<file path="config.mk">
export PLATFORM = sky130hd
export DESIGN_NAME = maj_net_eval_flat
export DESIGN_NICKNAME = d
export VERILOG_FILES = /design/src/rtl/maj_net_eval_if.sv /design/src/rtl/maj_net_eval.sv /design/src/flat_wrapper.sv
export SDC_FILE = /design/constraint.sdc
export NUM_CORES = 1
export LEC_CHECK = 0
export BUFFER_PORTS_ARGS = -buffer_cell sky130_fd_sc_hd__buf_2
export CELL_PAD_IN_SITES_DETAIL_PLACEMENT = 1
export CELL_PAD_IN_SITES_GLOBAL_PLACEMENT = 1
export CORE_MARGIN = 2
export CORE_UTILIZATION = 45
export CTS_CLUSTER_DIAMETER = 30
export DETAILED_ROUTE_END_ITERATION = 10
export PLACE_DENSITY = 0.75
export SLEW_MARGIN = 20
export SYNTH_ARGS = -nofsm -noshare
export SYNTH_HDL_FRONTEND = slang
export SYNTH_SLANG_ARGS = --single-unit
</file>
<file path="constraint.sdc">
create_clock -name clk -period 4.6 [get_ports clk]
set_input_delay 0.92 -clock clk [delete_from_list [all_inputs] [get_ports clk]]
set_output_delay 0.92 -clock clk [all_outputs]
set_load 0.05 [all_outputs]
</file>
<file path="src/rtl/maj_net_eval_if.sv">
// ---------------------------------------------------------------------------
// maj_net_eval_if
// Bus bundle for the majority-network evaluator.
//   master : drives configuration writes and evaluation requests
//            (cfg_we, cfg_addr, cfg_data, start, mode, x_in) and observes
//            status/results (busy, done, out_bit, tt).
//   slave  : the evaluator side, with the directions reversed.
// Widths follow the evaluator parameters:
//   SEL_W = operand select width, AW = program address width,
//   DW = program word width {inv_c,sel_c,inv_b,sel_b,inv_a,sel_a}.
// ---------------------------------------------------------------------------
interface maj_net_eval_if #(
    parameter int N_IN    = 7,
    parameter int N_NODES = 5
);
    localparam int SEL_W = $clog2(1 + N_IN + N_NODES);
    localparam int AW    = (N_NODES > 1) ? $clog2(N_NODES) : 1;
    localparam int DW    = 3 * (SEL_W + 1);

    logic                 cfg_we;
    logic [AW-1:0]        cfg_addr;
    logic [DW-1:0]        cfg_data;
    logic                 start;
    logic                 mode;
    logic [N_IN-1:0]      x_in;
    logic                 busy;
    logic                 done;
    logic                 out_bit;
    logic [2**N_IN-1:0]   tt;

    modport master (
        output cfg_we, cfg_addr, cfg_data, start, mode, x_in,
        input  busy, done, out_bit, tt
    );

    modport slave (
        input  cfg_we, cfg_addr, cfg_data, start, mode, x_in,
        output busy, done, out_bit, tt
    );
endinterface

</file>
<file path="src/rtl/maj_net_eval.sv">
// ---------------------------------------------------------------------------
// maj_net_eval
// Iterative evaluator for a programmable network of 3-input majority nodes.
// One node is evaluated per clock. Single mode returns f(x_in); sweep mode
// walks every input assignment and fills the full truth table.
// Ports:
//   clk     : clock, rising edge
//   rst_n   : asynchronous active-low reset
//   bus     : maj_net_eval_if.slave
//             cfg_we/cfg_addr/cfg_data : program-word write (IDLE only)
//             start/mode/x_in          : evaluation request (IDLE only)
//             busy/done                : status, done is a one-cycle pulse
//             out_bit/tt               : results, held until next completion
// ---------------------------------------------------------------------------
module maj_net_eval #(
    parameter int N_IN    = 7,
    parameter int N_NODES = 5
) (
    input  logic           clk,
    input  logic           rst_n,
    maj_net_eval_if.slave  bus
);
    localparam int SEL_W = $clog2(1 + N_IN + N_NODES);
    localparam int AW    = (N_NODES > 1) ? $clog2(N_NODES) : 1;
    localparam int NSRC  = 1 + N_IN + N_NODES;
    localparam int SRC_W = 2**SEL_W;

    typedef enum logic [1:0] {S_IDLE, S_EVAL, S_DONE} state_t;

    typedef struct packed {
        logic             inv_c;
        logic [SEL_W-1:0] sel_c;
        logic             inv_b;
        logic [SEL_W-1:0] sel_b;
        logic             inv_a;
        logic [SEL_W-1:0] sel_a;
    } op_word_t;

    state_t             state_q, state_d;
    op_word_t           prog_q [N_NODES];
    logic [N_NODES-1:0] node_q;
    logic [AW-1:0]      ctr_q;
    logic [N_IN-1:0]    asg_q;
    logic [N_IN-1:0]    x_q;
    logic               mode_q;
    logic               out_bit_q;
    logic [2**N_IN-1:0] tt_q;

    // Operand fabric: index 0 is constant 0, then inputs, then node values.
    // Indices past the last node land in the zero-filled upper part.
    logic [N_IN-1:0]    x_cur;
    logic [SRC_W-1:0]   src;
    op_word_t           word;
    logic               op_a, op_b, op_c, node_res;
    logic               last_node, last_asg, wr_ok;

    assign x_cur = mode_q ? asg_q : x_q;

    // NOTE: every signal assigned in an always_comb gets a default first,
    // otherwise an uncovered path infers a latch.
    always_comb begin
        src           = '0;
        src[NSRC-1:0] = {node_q, x_cur, 1'b0};
    end

    assign word      = prog_q[ctr_q];
    assign op_a      = src[word.sel_a] ^ word.inv_a;
    assign op_b      = src[word.sel_b] ^ word.inv_b;
    assign op_c      = src[word.sel_c] ^ word.inv_c;
    assign node_res  = (op_a & op_b) | (op_a & op_c) | (op_b & op_c);

    assign last_node = (int'(ctr_q) == N_NODES - 1);
    assign last_asg  = &asg_q;
    assign wr_ok     = bus.cfg_we && (state_q == S_IDLE) && (int'(bus.cfg_addr) < N_NODES);

    // FSM state register.
    // NOTE: sequential state uses non-blocking assignments so every register
    // samples the pre-edge values, independent of statement order.
    always_ff @(posedge clk or negedge rst_n) begin
        if (!rst_n) state_q <= S_IDLE;
        else        state_q <= state_d;
    end

    // FSM next-state logic.
    always_comb begin
        state_d = state_q;
        unique case (state_q)
            S_IDLE:  if (bus.start) state_d = S_EVAL;
            S_EVAL:  if (last_node && (!mode_q || last_asg)) state_d = S_DONE;
            S_DONE:  state_d = S_IDLE;
            default: state_d = S_IDLE;
        endcase
    end

    // Datapath: program memory, node values, counters and results.
    always_ff @(posedge clk or negedge rst_n) begin
        if (!rst_n) begin
            // NOTE: the program memory is reset explicitly; a reset must leave
            // the network computing constant 0, so it cannot be left as RAM.
            for (int k = 0; k < N_NODES; k++) prog_q[k] <= '0;
            node_q    <= '0;
            ctr_q     <= '0;
            asg_q     <= '0;
            x_q       <= '0;
            mode_q    <= 1'b0;
            out_bit_q <= 1'b0;
            tt_q      <= '0;
        end else begin
            // A same-edge write and start both land; EVAL reads the new word.
            if (wr_ok) prog_q[bus.cfg_addr] <= bus.cfg_data;

            unique case (state_q)
                S_IDLE: begin
                    if (bus.start) begin
                        mode_q <= bus.mode;
                        x_q    <= bus.x_in;
                        asg_q  <= '0;
                        ctr_q  <= '0;
                        node_q <= '0;
                    end
                end
                S_EVAL: begin
                    node_q[ctr_q] <= node_res;
                    if (!last_node) begin
                        ctr_q <= ctr_q + 1'b1;
                    end else if (!mode_q) begin
                        out_bit_q <= node_res;
                    end else begin
                        tt_q[asg_q] <= node_res;
                        if (last_asg) begin
                            out_bit_q <= node_res;
                        end else begin
                            // Later assignment wins over the node write above:
                            // the next assignment starts from all-zero nodes.
                            asg_q  <= asg_q + 1'b1;
                            node_q <= '0;
                            ctr_q  <= '0;
                        end
                    end
                end
                default: ;
            endcase
        end
    end

    assign bus.busy    = (state_q == S_EVAL);
    assign bus.done    = (state_q == S_DONE);
    assign bus.out_bit = out_bit_q;
    assign bus.tt      = tt_q;
endmodule

</file>
<file path="src/flat_wrapper.sv">
// flat-port wrapper written by rule: the top's interface ports become plain ports
module maj_net_eval_flat 
#(
    parameter int N_IN    = 7,
    parameter int N_NODES = 5
)
  (clk, rst_n, bus_cfg_we, bus_cfg_addr, bus_cfg_data, bus_start, bus_mode, bus_x_in, bus_busy, bus_done, bus_out_bit, bus_tt);
  maj_net_eval_if #(.N_IN(N_IN), .N_NODES(N_NODES)) bus_i ();
  input  logic clk;
  input  logic rst_n;
  input wire logic [$bits(bus_i.cfg_we)-1:0] bus_cfg_we;
  input wire logic [$bits(bus_i.cfg_addr)-1:0] bus_cfg_addr;
  input wire logic [$bits(bus_i.cfg_data)-1:0] bus_cfg_data;
  input wire logic [$bits(bus_i.start)-1:0] bus_start;
  input wire logic [$bits(bus_i.mode)-1:0] bus_mode;
  input wire logic [$bits(bus_i.x_in)-1:0] bus_x_in;
  output wire logic [$bits(bus_i.busy)-1:0] bus_busy;
  output wire logic [$bits(bus_i.done)-1:0] bus_done;
  output wire logic [$bits(bus_i.out_bit)-1:0] bus_out_bit;
  output wire logic [$bits(bus_i.tt)-1:0] bus_tt;
  assign bus_i.cfg_we = bus_cfg_we;
  assign bus_i.cfg_addr = bus_cfg_addr;
  assign bus_i.cfg_data = bus_cfg_data;
  assign bus_i.start = bus_start;
  assign bus_i.mode = bus_mode;
  assign bus_i.x_in = bus_x_in;
  assign bus_busy = bus_i.busy;
  assign bus_done = bus_i.done;
  assign bus_out_bit = bus_i.out_bit;
  assign bus_tt = bus_i.tt;
  maj_net_eval #(.N_IN(N_IN), .N_NODES(N_NODES)) u_core (.clk(clk), .rst_n(rst_n), .bus(bus_i));
endmodule
</file>
==> reports/metrics.yaml <==
cts_inserted_buffers: 50
grt_pass1_vias: 8906
htreeDepth: 2
seqCellArea_um2: 5730
intPower_mw: 6.37
relSlewSlack: 0.288
start_kind: "flop"
dr.pass1.iters: 4
ff2ff_path_depth: 11
grt_usage: 0.248
syn-cell-area_um2: 10900
worstPathArrival_ns: 4.40
post_cts_buffers: 0
drcViolationCount: 0
io_pins: 161
fin_crit_ns: 3.93
combinationalPowerShare: 0.364
grt_pass1_wl_um: 50400
p_sw_mw: 3.89
setup_violations: 0
dp.cells: 1387
antenna_found_initial: 1
wl_per_cell_um: 21.3
yosysWarningCount: 0
clkPwrFrac: 0.362
nFillCells: 2554
dieArea_um2: 25600
seqPwrFrac: 0.275
hold_viol_final: 0
die_h_um: 160
status: "finished, final reports clean"
cp_max_fo: 69
max_freq_mhz: 255
syn_nets: 961
crit_required_ns: 5.07
cts_tree: "done"
via_count: 8186
tns_ns: 0
coreArea_um2: 24100
clock_skew_ns: 0.0114
drtAntennaViolNets: 0
critPathKind: "reg -> reg"
die_w_um: 160
dp_hpwl_um: 20100
yosysUniqueCellTypes: 70
synth-edff-count: 0
wl_um: 31600
grt_overflow: 0
cts.clk_slew.worst_paths_ns: 0.05
fin_nets: 1151
ir_worst_vdd_v: 0.000784
clockBufferDepth: 3
core.rowCount: 57
ys_seq_area_frac: 0.523
io_buffers: 160
cts-hold-fix-buffers: 0
rsz0062_at_grt: "no"
synth_cells: 928
cts.sinks: 229
worst_slew_pin_slew_ns: 1.07
fin_util: 0.578
drv_cap: 0
drv_slew: 0
finalCritPeriodShare: 0.853
synthArstFlopShare: 1.00
layout-drive-gt1-share: 0.437
first_iter_violations: 431
dpl_worst_slack_ns: 0.772
placed_cell_area_um2: 12100
multiInputGateArea_um2: 4870
worst-r2r-setup-slack_ns: 0.67
worst_slack_ns: 0.674
initial_utilization: 0.454
hp-class: "in -> async"
ys_ff_latch: 229
p_sw_frac: 0.379
r2r_start: "u_core.ctr_q[1]"
gp_congestion: 0.832
root_buffer: "clkbuf_16"
grt_max_degree: 129
area_delta_synth_final_pct: 27.3
final_area_um2: 13900
p_leak_nw: 6.89
synth.avg_cell_area_um2: 11.8
stdcell_count: 1484
clk_latency_ns: 0.54
powerDensity_nw_per_um2: 736
ctsResizeCount: 0
setup.worst_path.end_class: "flop"
viasPerCell: 5.52
synthFlopType: "dfrtp_1"
r2r_end: "u_core.bus.tt[23]"
[cell usage after synthesis (all sizes together), types with 3 or more instances]
| cell | number | share of area |
|---|---|---|
| or2 | 4 | 0.0023 |
| nor2 | 86 | 0.029 |
| nand3b | 4 | 0.0027 |
| dfrtp | 229 | 0.52 |
| a22oi | 6 | 0.0046 |
| o31ai | 3 | 0.0021 |
| a21oi | 13 | 0.0063 |
| a2bb2oi | 3 | 0.0024 |
| nor3b | 3 | 0.0035 |
| nor3 | 12 | 0.0055 |
| o21ai | 21 | 0.010 |
| a41o | 3 | 0.0027 |
| a21o | 3 | 0.0021 |
| mux2i | 33 | 0.030 |
| nor2b | 8 | 0.0046 |
| nand2b | 10 | 0.0057 |
| mux2 | 217 | 0.22 |
| a31oi | 3 | 0.0017 |
| buf | 25 | 0.019 |
| clkbuf | 28 | 0.0097 |
| mux4 | 3 | 0.0062 |
| or3 | 4 | 0.0023 |
| ha | 3 | 0.0034 |
| nand4 | 5 | 0.0029 |
| and2 | 4 | 0.0023 |
| nand2 | 115 | 0.039 |
| a211oi | 7 | 0.0048 |
| a211o | 3 | 0.0024 |
| o22a | 5 | 0.0040 |
| a2111oi | 3 | 0.0024 |
| o22ai | 7 | 0.0040 |
| nand3 | 14 | 0.0064 |
| inv | 11 | 0.0038 |
[area by class of cell]
class / instances / area share
sequential: 229 / 0.411
multi-input combinational: 634 / 0.349
clock buffer: 68 / 0.103
timing repair buffer: 191 / 0.0792
tap: 324 / 0.0291
clock inverter: 25 / 0.0250
inverter: 12 / 0.00323
antenna: 1 / 0.000180
[critical path, cell delays in order, from the launching register on]
cell and delay (ns):
dfrtp_2 0.83, buf_4 0.29, mux2i_1 0.27, a22oi_1 0.13
o311a_1 0.24, a2111oi_0 0.40, a211o_1 0.18, a31o_1 0.18
a22oi_2 0.09, o21ai_4 0.64, buf_12 0.34, mux2_2 0.22
[power groups by stage]
stage	combinational, mW	clock, mW	sequential, mW
floorplan	3.26	0	2.67
global placement	3.64	0	2.81
detailed placement	3.68	0	2.83
CTS	3.73	3.77	2.81
global route	4.09	3.87	2.87
finish	3.73	3.71	2.82
[stage by stage]
stage	hold slack (ns)	power (mW)
floorplan	0.471	5.93
global placement	0.483	6.44
detailed placement	0.489	6.51
CTS	0.500	10.3
global route	0.263	10.8
finish	0.256	10.3
[state kept, by name (all words and copies together), names as in the netlist]
register	flops
u_core.asg_q	7
u_core.ctr_q	3
u_core.mode_q	1
u_core.x_q	7
u_core.bus.tt	128
u_core.node_q	5
u_core.state_q	2
u_core.prog_q	75
u_core.bus.out_bit	1
[worst max-delay path by stage]
stage                               start                end  slack [ns]  cells after the start
final                     u_core.ctr_q[1]  u_core.bus.tt[23]        0.67                     11
after global routing      u_core.ctr_q[1]  u_core.bus.tt[64]        0.39                     11
after floorplan           u_core.ctr_q[0]  u_core.bus.tt[11]        1.81                     12
after CTS                 u_core.ctr_q[1]  u_core.bus.tt[64]        0.71                     11
after detailed placement  u_core.ctr_q[0]  u_core.bus.tt[62]        0.77                     10
after global placement    u_core.ctr_q[0]  u_core.bus.tt[94]        0.82                     10
[placed cells by master (no fill, tap or decap), types with 4 or more instances in the layout]
cell type  Yosys  routed
a21oi_1       12      12
nand3_1       14      14
or3_1          4       4
a211oi_1       7       7
nor2_1        86      86
inv_1         10      10
clkinv_2       0       8
o21ai_0       16      16
nand3b_1       4       4
and2_1         4       4
dfrtp_1      229     228
nand4_1        5       5
o22a_1         5       5
buf_2          8     159
mux2i_1       33      33
bufinv_16      0       7
buf_4          3      26
a22oi_1        5       5
clkbuf_16      0      51
clkbuf_1      27       8
nor3_1        12      11
clkbuf_8       0       9
mux2_2       215     215
nand2_1      115     115
nand2b_1      10      10
o22ai_1        7       7
nor2b_1        8       8
or2_1          4       4
[routing by layer]
layer,global-route usage,share of wire,up-vias
met4,0.0721,0.018,0
met3,0.0382,0.041,47
met5,0,0,-
met2,0.423,0.50,211
met1,0.329,0.44,4240
li1,-,-,3688
[cells by family after synthesis]
logic type / Yosys count / share of synthesized area
buf+inv: 65 / 0.0333
fa+ha+maj: 3 / 0.00343
compound gates: 99 / 0.0655
mux: 253 / 0.260
flops: 229 / 0.523
simple gates: 276 / 0.112
xor+xnor: 3 / 0.00240
(Power assumes the default switching activity.)
